File: config.mk
export PLATFORM = sky130hd
export DESIGN_NAME = adc_capture_scheduler_flat
export DESIGN_NICKNAME = d
export VERILOG_FILES = /design/src/rtl/adc_capture_scheduler_if.sv /design/src/rtl/adc_capture_scheduler.sv /design/src/flat_wrapper.sv
export SDC_FILE = /design/constraint.sdc
export NUM_CORES = 1
export LEC_CHECK = 0
export ABC_AREA = 1
export BUFFER_PORTS_ARGS = -buffer_cell sky130_fd_sc_hd__buf_2
export CAP_MARGIN = 20
export CORE_UTILIZATION = 47
export CTS_BUF_LIST = sky130_fd_sc_hd__clkbuf_4 sky130_fd_sc_hd__clkbuf_8 sky130_fd_sc_hd__clkbuf_16
export DETAILED_ROUTE_END_ITERATION = 10
export PLACE_DENSITY = 0.74
export SKIP_CTS_REPAIR_TIMING = 1
export SYNTH_ARGS = -nofsm -noshare
export SYNTH_HDL_FRONTEND = slang
export SYNTH_SLANG_ARGS = --single-unit
File: constraint.sdc
create_clock -name clk -period 1.9 [get_ports clk]
set_input_delay 0.285 -clock clk [delete_from_list [all_inputs] [get_ports clk]]
set_output_delay 0.285 -clock clk [all_outputs]
set_load 0.05 [all_outputs]
File: src/rtl/adc_capture_scheduler_if.sv
// Bundle of the scheduler's command, ADC-driver and host-stream signals.
// The master modport is the scheduler itself; slave is the surrounding logic.
interface adc_capture_scheduler_if #(
  parameter int N_CH = 4,
  parameter int CH_W = 2
);
  logic                 start;
  logic [N_CH-1:0]      ch_enable;
  logic [N_CH-1:0]      adc_end;
  logic [N_CH-1:0]      adc_empty;
  logic [8*N_CH-1:0]    adc_q;
  logic [N_CH-1:0]      adc_bg;
  logic [N_CH-1:0]      adc_rdreq;
  logic [7:0]           out_data;
  logic [CH_W-1:0]      out_ch;
  logic                 out_valid;
  logic                 out_ready;
  logic                 busy;
  logic                 done;
  logic                 timeout_err;

  modport master (
    input  start, ch_enable, adc_end, adc_empty, adc_q, out_ready,
    output adc_bg, adc_rdreq, out_data, out_ch, out_valid, busy, done, timeout_err
  );

  modport slave (
    output start, ch_enable, adc_end, adc_empty, adc_q, out_ready,
    input  adc_bg, adc_rdreq, out_data, out_ch, out_valid, busy, done, timeout_err
  );
endinterface

File: src/rtl/adc_capture_scheduler.sv
// Runs one capture round: pulse begin on enabled channels, wait for their end
// flags, then drain each enabled FIFO in channel order onto an 8-bit stream.
module adc_capture_scheduler #(
  parameter int N_CH    = 4,
  parameter int CH_W    = 2,
  parameter int WORDS   = 4096,
  parameter int TIMEOUT = 1000000
) (
  input logic                      clk,
  input logic                      rst,
  adc_capture_scheduler_if.master  bus
);

  localparam logic [2:0] IDLE     = 3'd0;
  localparam logic [2:0] ARM      = 3'd1;
  localparam logic [2:0] WAIT_END = 3'd2;
  localparam logic [2:0] SELECT   = 3'd3;
  localparam logic [2:0] READ     = 3'd4;
  localparam logic [2:0] DONE     = 3'd5;

  localparam logic [12:0]     WORDS_C = 13'(WORDS);
  localparam logic [23:0]     TLIM    = 24'(TIMEOUT - 1);
  localparam logic [CH_W-1:0] LAST_CH = CH_W'(N_CH - 1);

  logic [2:0]      state;
  logic [N_CH-1:0] mask;
  logic [CH_W-1:0] ch;
  logic [CH_W-1:0] first_ch;
  logic [12:0]     word_cnt;
  logic [23:0]     tcnt;
  logic            pending;
  logic [N_CH-1:0] bg;
  logic [7:0]      data;
  logic [CH_W-1:0] data_ch;
  logic            valid;
  logic            terr;
  logic [N_CH-1:0] rdreq;
  logic            empty_sel;
  logic            issue;
  logic            finish;
  logic            all_end;

  assign empty_sel = bus.adc_empty[ch];
  assign all_end   = (bus.adc_end & mask) == mask;
  // A new read only goes out when the output register is free and nothing is in flight.
  assign issue     = (state == READ) && !pending && !valid && !empty_sel && (word_cnt < WORDS_C);
  assign finish    = (state == READ) && !pending && !valid && ((word_cnt == WORDS_C) || empty_sel);

  always_comb begin
    first_ch = '0;
    for (int i = N_CH - 1; i >= 0; i--)
      if (mask[i]) first_ch = CH_W'(i);
  end

  always_comb begin
    rdreq = '0;
    if (issue) rdreq[ch] = 1'b1;
  end

  assign bus.adc_bg      = bg;
  assign bus.adc_rdreq   = rdreq;
  assign bus.out_data    = data;
  assign bus.out_ch      = data_ch;
  assign bus.out_valid   = valid;
  assign bus.busy        = (state != IDLE) && (state != DONE);
  assign bus.done        = (state == DONE);
  assign bus.timeout_err = terr;

  always_ff @(posedge clk or posedge rst) begin
    if (rst) begin
      state    <= IDLE;
      mask     <= '0;
      ch       <= '0;
      word_cnt <= '0;
      tcnt     <= '0;
      pending  <= 1'b0;
      bg       <= '0;
      data     <= '0;
      data_ch  <= '0;
      valid    <= 1'b0;
      terr     <= 1'b0;
    end else begin
      bg <= '0;
      if (valid && bus.out_ready) valid <= 1'b0;
      case (state)
        IDLE: if (bus.start) begin
          mask  <= bus.ch_enable;
          terr  <= 1'b0;
          state <= (bus.ch_enable == '0) ? DONE : ARM;
        end
        ARM: begin
          bg    <= mask;
          tcnt  <= '0;
          state <= WAIT_END;
        end
        WAIT_END: begin
          if (all_end) begin
            ch    <= first_ch;
            state <= SELECT;
          end else if (tcnt == TLIM) begin
            terr  <= 1'b1;
            state <= DONE;
          end else if (tcnt != '1) begin
            tcnt <= tcnt + 24'd1;
          end
        end
        SELECT: begin
          if (mask[ch]) begin
            word_cnt <= '0;
            state    <= READ;
          end else if (ch == LAST_CH) begin
            state <= DONE;
          end else begin
            ch <= ch + CH_W'(1);
          end
        end
        READ: begin
          if (issue) pending <= 1'b1;
          // FIFO data lands one cycle after the read request.
          if (pending) begin
            data     <= bus.adc_q[8*ch +: 8];
            data_ch  <= ch;
            valid    <= 1'b1;
            pending  <= 1'b0;
            word_cnt <= word_cnt + 13'd1;
          end
          if (finish) begin
            if (ch == LAST_CH) state <= DONE;
            else begin
              ch    <= ch + CH_W'(1);
              state <= SELECT;
            end
          end
        end
        DONE:    state <= IDLE;
        default: state <= IDLE;
      endcase
    end
  end

endmodule

File: src/flat_wrapper.sv
// flat-port wrapper written by rule: the top's interface ports become plain ports
module adc_capture_scheduler_flat 
#(
  parameter int N_CH    = 4,
  parameter int CH_W    = 2,
  parameter int WORDS   = 4096,
  parameter int TIMEOUT = 1000000
)
  (clk, rst, bus_start, bus_ch_enable, bus_adc_end, bus_adc_empty, bus_adc_q, bus_out_ready, bus_adc_bg, bus_adc_rdreq, bus_out_data, bus_out_ch, bus_out_valid, bus_busy, bus_done, bus_timeout_err);
  adc_capture_scheduler_if #(.N_CH(N_CH), .CH_W(CH_W)) bus_i ();
  input logic clk;
  input logic rst;
  input wire logic [$bits(bus_i.start)-1:0] bus_start;
  input wire logic [$bits(bus_i.ch_enable)-1:0] bus_ch_enable;
  input wire logic [$bits(bus_i.adc_end)-1:0] bus_adc_end;
  input wire logic [$bits(bus_i.adc_empty)-1:0] bus_adc_empty;
  input wire logic [$bits(bus_i.adc_q)-1:0] bus_adc_q;
  input wire logic [$bits(bus_i.out_ready)-1:0] bus_out_ready;
  output wire logic [$bits(bus_i.adc_bg)-1:0] bus_adc_bg;
  output wire logic [$bits(bus_i.adc_rdreq)-1:0] bus_adc_rdreq;
  output wire logic [$bits(bus_i.out_data)-1:0] bus_out_data;
  output wire logic [$bits(bus_i.out_ch)-1:0] bus_out_ch;
  output wire logic [$bits(bus_i.out_valid)-1:0] bus_out_valid;
  output wire logic [$bits(bus_i.busy)-1:0] bus_busy;
  output wire logic [$bits(bus_i.done)-1:0] bus_done;
  output wire logic [$bits(bus_i.timeout_err)-1:0] bus_timeout_err;
  assign bus_i.start = bus_start;
  assign bus_i.ch_enable = bus_ch_enable;
  assign bus_i.adc_end = bus_adc_end;
  assign bus_i.adc_empty = bus_adc_empty;
  assign bus_i.adc_q = bus_adc_q;
  assign bus_i.out_ready = bus_out_ready;
  assign bus_adc_bg = bus_i.adc_bg;
  assign bus_adc_rdreq = bus_i.adc_rdreq;
  assign bus_out_data = bus_i.out_data;
  assign bus_out_ch = bus_i.out_ch;
  assign bus_out_valid = bus_i.out_valid;
  assign bus_busy = bus_i.busy;
  assign bus_done = bus_i.done;
  assign bus_timeout_err = bus_i.timeout_err;
  adc_capture_scheduler #(.N_CH(N_CH), .CH_W(CH_W), .WORDS(WORDS), .TIMEOUT(TIMEOUT)) u_core (.clk(clk), .rst(rst), .bus(bus_i));
endmodule
; ---- Word-level counts from Yosys, hierarchy flattened
; Index checks and enable logic that the tools add are counted.
[op_classes]
bitwise_logic = 1
reduce_logical = 26
n_lt_le_gt_ge = 3
shifts = 1
eq_ne = 23
n_addsub = 3
n_mux = 42
[ops]
columns = cell, count
row1 = $mux 24, 3
row2 = $pmux 24 s2, 1
row3 = $shiftx 32x6->8, 1
row4 = $mux 13, 2
row5 = $pmux 13 s2, 1
row6 = $add 24x1->24 const B, 1
row7 = $eq 24x20->1 const B, 1
row8 = $mux 3, 8
row9 = $ne 24x24->1 const B, 1
row10 = $mux 2, 8
row11 = $reduce_and 4->1, 4
row12 = $pmux 3 s5, 1
row13 = $add 13x1->13 const B, 1
row14 = $eq 13x13->1 const B, 1
row15 = $lt 13x13->1 const B, 1
row16 = $ne 2x1->1 const B, 6
row17 = $mux 1, 11
row18 = $logic_and 1x1->1, 8
row19 = $mux 4, 2
row20 = $ne 2x2->1 const B, 4
row21 = $eq 3x2->1 const B, 2
row22 = $eq 3x3->1 const B, 2
row23 = $ne 3x1->1 const B, 2
row24 = $pmux 2 s3, 1
row25 = 19 further kinds, 26
[word_totals]
wordCells = 110
in_bits = 48
regBits = 63
output_inout_bits = 22

; ---- Logic depth before layout (Yosys ltp)
[logic_depth]
depth_word = 7
depth_mapped = 11
ltp_nobuf = 11

; ---- Worst setup path after synthesis
; No wires, ideal clock.
[synth_timing]
path_kind = register to output
from = register u_core.state[1]
to = output port bus_busy
t_required_ps = 1615
path_stages_with_launch = 3
setup_slack_ps = -547
arrival_ps = 2162
path_buffers = 0
path_cell_list = dfrtp_1 > nor3_1 > nor2_1
[synth_via]
elab_chain_cells = 2
[synth_rtl]
columns = element, line_no
row1 = start: declaration, adc_capture_scheduler.sv:25  ; logic [2:0] state;
row2 = start signal: assignment, adc_capture_scheduler.sv:89  ; state <= (bus.ch_enable == '0) ? DONE : ARM;
row3 = $ne 3x3->1 or $reduce_bool 3->1 (tied branches), adc_capture_scheduler.sv:65  ; assign bus.busy = (state != IDLE) && (state != DONE);
row4 = $logic_and 1x1->1 (*), adc_capture_scheduler.sv:65
row5 = end: declaration, flat_wrapper.sv:24  ; output wire logic [$bits(bus_i.busy)-1:0] bus_busy;
; Every way passes the cells marked *; elsewhere a longest branch is shown, timed or not.

; ---- Worst setup path in the final report
[layout_timing]
from = register u_core.state[1]
to = output port bus_adc_rdreq[3]
[layout_via]
elab_chain_cells = 6
[layout_rtl]
columns = element, line_no
row1 = $eq 3x3->1, adc_capture_scheduler.sv:46  ; assign issue = (state == READ) && !pending && !valid && !empty_sel && (word_cnt < WORDS_C);
row2 = $logic_and 1x1->1 (4 in a row), adc_capture_scheduler.sv:46
row3 = $mux 4, adc_capture_scheduler.sv:57  ; if (issue) rdreq[ch] = 1'b1;
row4 = end: declaration, flat_wrapper.sv:20  ; output wire logic [$bits(bus_i.adc_rdreq)-1:0] bus_adc_rdreq;
; No other way between the ends.

==> qor.csv <==
stage;metric;value;unit
floorplanning;Top Ports;70;
critical_path;Crit path largest cell delay;0.45;ns
detailed_routing;DRC viols;0;
cts;later-pin clock latency in the skew report;0.34;ns
critical_path;CP top delay family;simple AND/OR/NAND/NOR gates;
detailed_routing;routed vias;4420;
global_route;GRT Total Usage;23.8;%
pwr;clock network power share;18.4;%
global_route;initial antenna violation count;0;
pwr;total power;6.40;mW
critical_path;cell with the largest stage delay on the worst path;dfrtp_2;
pwr;internal power;3.40;mW
layout;fraction of layout cells with a size suffix above 1;27.6;%
pwr;net load switching power;3.00;mW
placed_design;pre-CTS setup slack;0.103;ns
critical_path;CP Max Fanout;5;
logic_synthesis;Synth area leaders;dfrtp_1 36%, nand2_1 14%, nor2_1 8.6%;
detailed_routing;WL final;11300;microns
pwr;PD cells;1200;mW/mm^2
floorplanning;# rows;34;
layout;# nets final;777;
run_status;status;finished, violations left;
logic_synthesis;Post-synth top flop;dfrtp_1;
logic_synthesis;Mapped Area;0.00440;sq mm
critical_path;Reg2Reg Depth;7;
layout;Synth-to-Final Area Change;21.5;%
logic_synthesis;Mapped Cells;627;
floorplanning;Initial Util;49.5;%
pwr;sequential share of power;28.0;%
logic_synthesis;Post-synth EDFFs;0;
detailed_routing;Vias/cell;5.29;
detailed_routing;WL/cell;13.5;microns
pwr;Comb power frac;53.6;%
logic_synthesis;ys async rst share;100;%
logic_synthesis;#FFs+latches synth;63;
sta;Worst Max-Slew Pin Slew;0.513;ns
pwr;LEAKAGE;2.64;nW
logic_synthesis;top-count cell post-synth;nand2_1;
sta;post-route setup slack;-0.0320;ns
floorplanning;die area;0.00975;sq mm
layout;Final Core Density;60.1;%
logic_synthesis;Syn Area/Cell;7.01;sq um
critical_path;CP Capture Type;output port;
detailed_routing;Post-DRT Antenna Nets;0;
floorplanning;Die Y;98.7;microns
floorplanning;CORE AREA;0.00889;sq mm
worst_hold_path;Min-Delay Path Depth;2;
global_route;first-pass GRT wire length;18500;microns
sta;Layout Skew;0.0146;ns
layout;area occupied by multi-input gates;0.00251;sq mm
cts;Root Driver;clkbuf_8;
critical_path;WP buf/inv;2;
sta;Max Fclk;0.518;GHz
logic_synthesis;synth cell count leaders;168 x nand2_1, 101 x nor2_1, 63 x dfrtp_1;
critical_path;crit start category;flop;
sta;setup violators final;4;
sta;fin. max-slew vios;0;
logic_synthesis;largest area contributor in the netlist;dfrtp_1;
detailed_routing;initial DRC count;362;
cts;cts bufs inserted;9;
flow_run;max-cap violations;0;
cts;Clock Sink Count;63;
pwr;Switching Share;46.9;%
cts;clock slew seen by the registers of the worst setup and hold paths;0.08;ns
sta;Final Hold Viols;0;
critical_path;data arrival time of the worst path;1.65;ns
cts;Max Root-Sink Buffers;2;
layout;Layout fillers;778;
floorplanning;Die X;98.7;microns
detailed_routing;drt pass-1 iters;6;
layout;register area;0.00158;sq mm
logic_synthesis;Synth cell types;36;
sta;post-route clock period utilization;102;%
critical_path;Setup CP Type;flop to output port;
logic_synthesis;post-synth top area share;35.8;%
placed_design;I/O Buffers;69;
placed_design;HPWL after DPL;8220;microns
logic_synthesis;register area share after synthesis;35.8;%
sta;Slew HR;65.5;%
worst_hold_path;hold crit path type;input pin to flop;
logic_synthesis;net count after synthesis;682;
global_route;global route overflow;0;
cts;TritonCTS clock tree;done;
logic_synthesis;synth warn;0;
global_route;vias in the first global route;4171;
placed_design;gpl congestion;0.995;
critical_path;Crit path required time;1.62;ns
critical_path;Cell Chain, Critical Path;nor2_4 -> nand2_4 -> inv_4 -> nand2_4 -> nor2_4 -> nand3_4 -> nor2_2 -> buf_6;
pwr;worst vdd ir;815;uV
cts;H-Tree Depth;3;
global_route;largest net degree at the start of global routing;46;
run_status;violated checks;negative setup slack;
layout;ant diodes;0;
sta;RSZ-0062 raised after global routing;true;
critical_path;critical path depth;8;
sta;clock period minus worst slack;1.93;ns
[power groups by stage]
stage               clock network, mW  registers (mW)  logic, mW
finish                           1.18            1.79       3.43
global placement                    0            1.79       2.99
floorplan                           0            2.25       1.94
CTS                              1.20            1.77       3.07
global route                     1.25            1.82       3.73
detailed placement                  0            1.79       3.06
[state kept, by name (all words and copies together) (netlist names)]
| signal | flops |
|---|---|
| u_core.bus.timeout_err | 1 |
| u_core.bus.out_ch | 2 |
| u_core.state | 3 |
| u_core.bus.out_data | 8 |
| u_core.word_cnt | 13 |
| u_core.bus.out_valid | 1 |
| u_core.bus.adc_bg | 4 |
| u_core.tcnt | 24 |
| u_core.mask | 4 |
| u_core.pending | 1 |
| u_core.ch | 2 |
[stage by stage]
step	instance area (sq um)	setup TNS [ns]	instances	hold WS [ns]
floorplan	4410	-0.601	627	0.381
global placement	4930	0	806	0.305
detailed placement	4930	0	806	0.314
CTS	5130	-0.862	822	-0.0572
global route	5340	-0.465	835	0.144
finish	5340	-0.0720	835	0.133
[cells by family after synthesis]
family	synth area share [%]
compound gates	13.1
simple gates	40.1
buf+inv	8.56
flops	35.8
fa+ha+maj	1.99
xor+xnor	0.398
[cell type report]
| cell class | count | share of cell area, % |
|---|---|---|
| clock inverters | 6 | 1.12 |
| repair buffers | 101 | 12.6 |
| well taps | 108 | 2.53 |
| multi-input cells | 484 | 46.9 |
| inverters | 63 | 4.64 |
| clock buffers | 10 | 2.58 |
| flip-flops and latches | 63 | 29.6 |
[final timing paths]
| path | start | end | slack (ns) |
|---|---|---|---|
| worst max-delay path | u_core.state[1] | bus_adc_rdreq[3] | -0.03 |
| worst min-delay path | bus_out_ready | u_core.bus.out_valid | 0.13 |
| worst max register to register | u_core.state[1] | u_core.state[2] | 0.04 |
| worst min register to register | u_core.bus.out_data[7] | u_core.bus.out_data[7] | 0.49 |
| max in group asynchronous | rst | u_core.ch[0] | 0.80 |
| min in group asynchronous | rst | u_core.word_cnt[3] | 0.48 |
[layout by cell type, fill, tap and decap left out, types with 8 or more instances in the layout]
master    count
o21ai_0      43
nand2_1     166
dfrtp_1      61
nor3_1       11
buf_2        64
buf_4        26
nand4_1      10
o21ai_1       8
nand3_1      39
nand2_2      29
nor2_1       95
o22ai_1       9
o21ai_2      16
clkbuf_8     10
inv_1        56
[metal layers]
metal	up-vias	global-route usage (%)	part of all wire, %
met5	-	0	0
met4	0	9.64	1.9
met3	25	3.26	6.4
met2	161	38.3	45
met1	2025	32.5	46
li1	2209	-	-
Power figures use the tool's default switching activity.
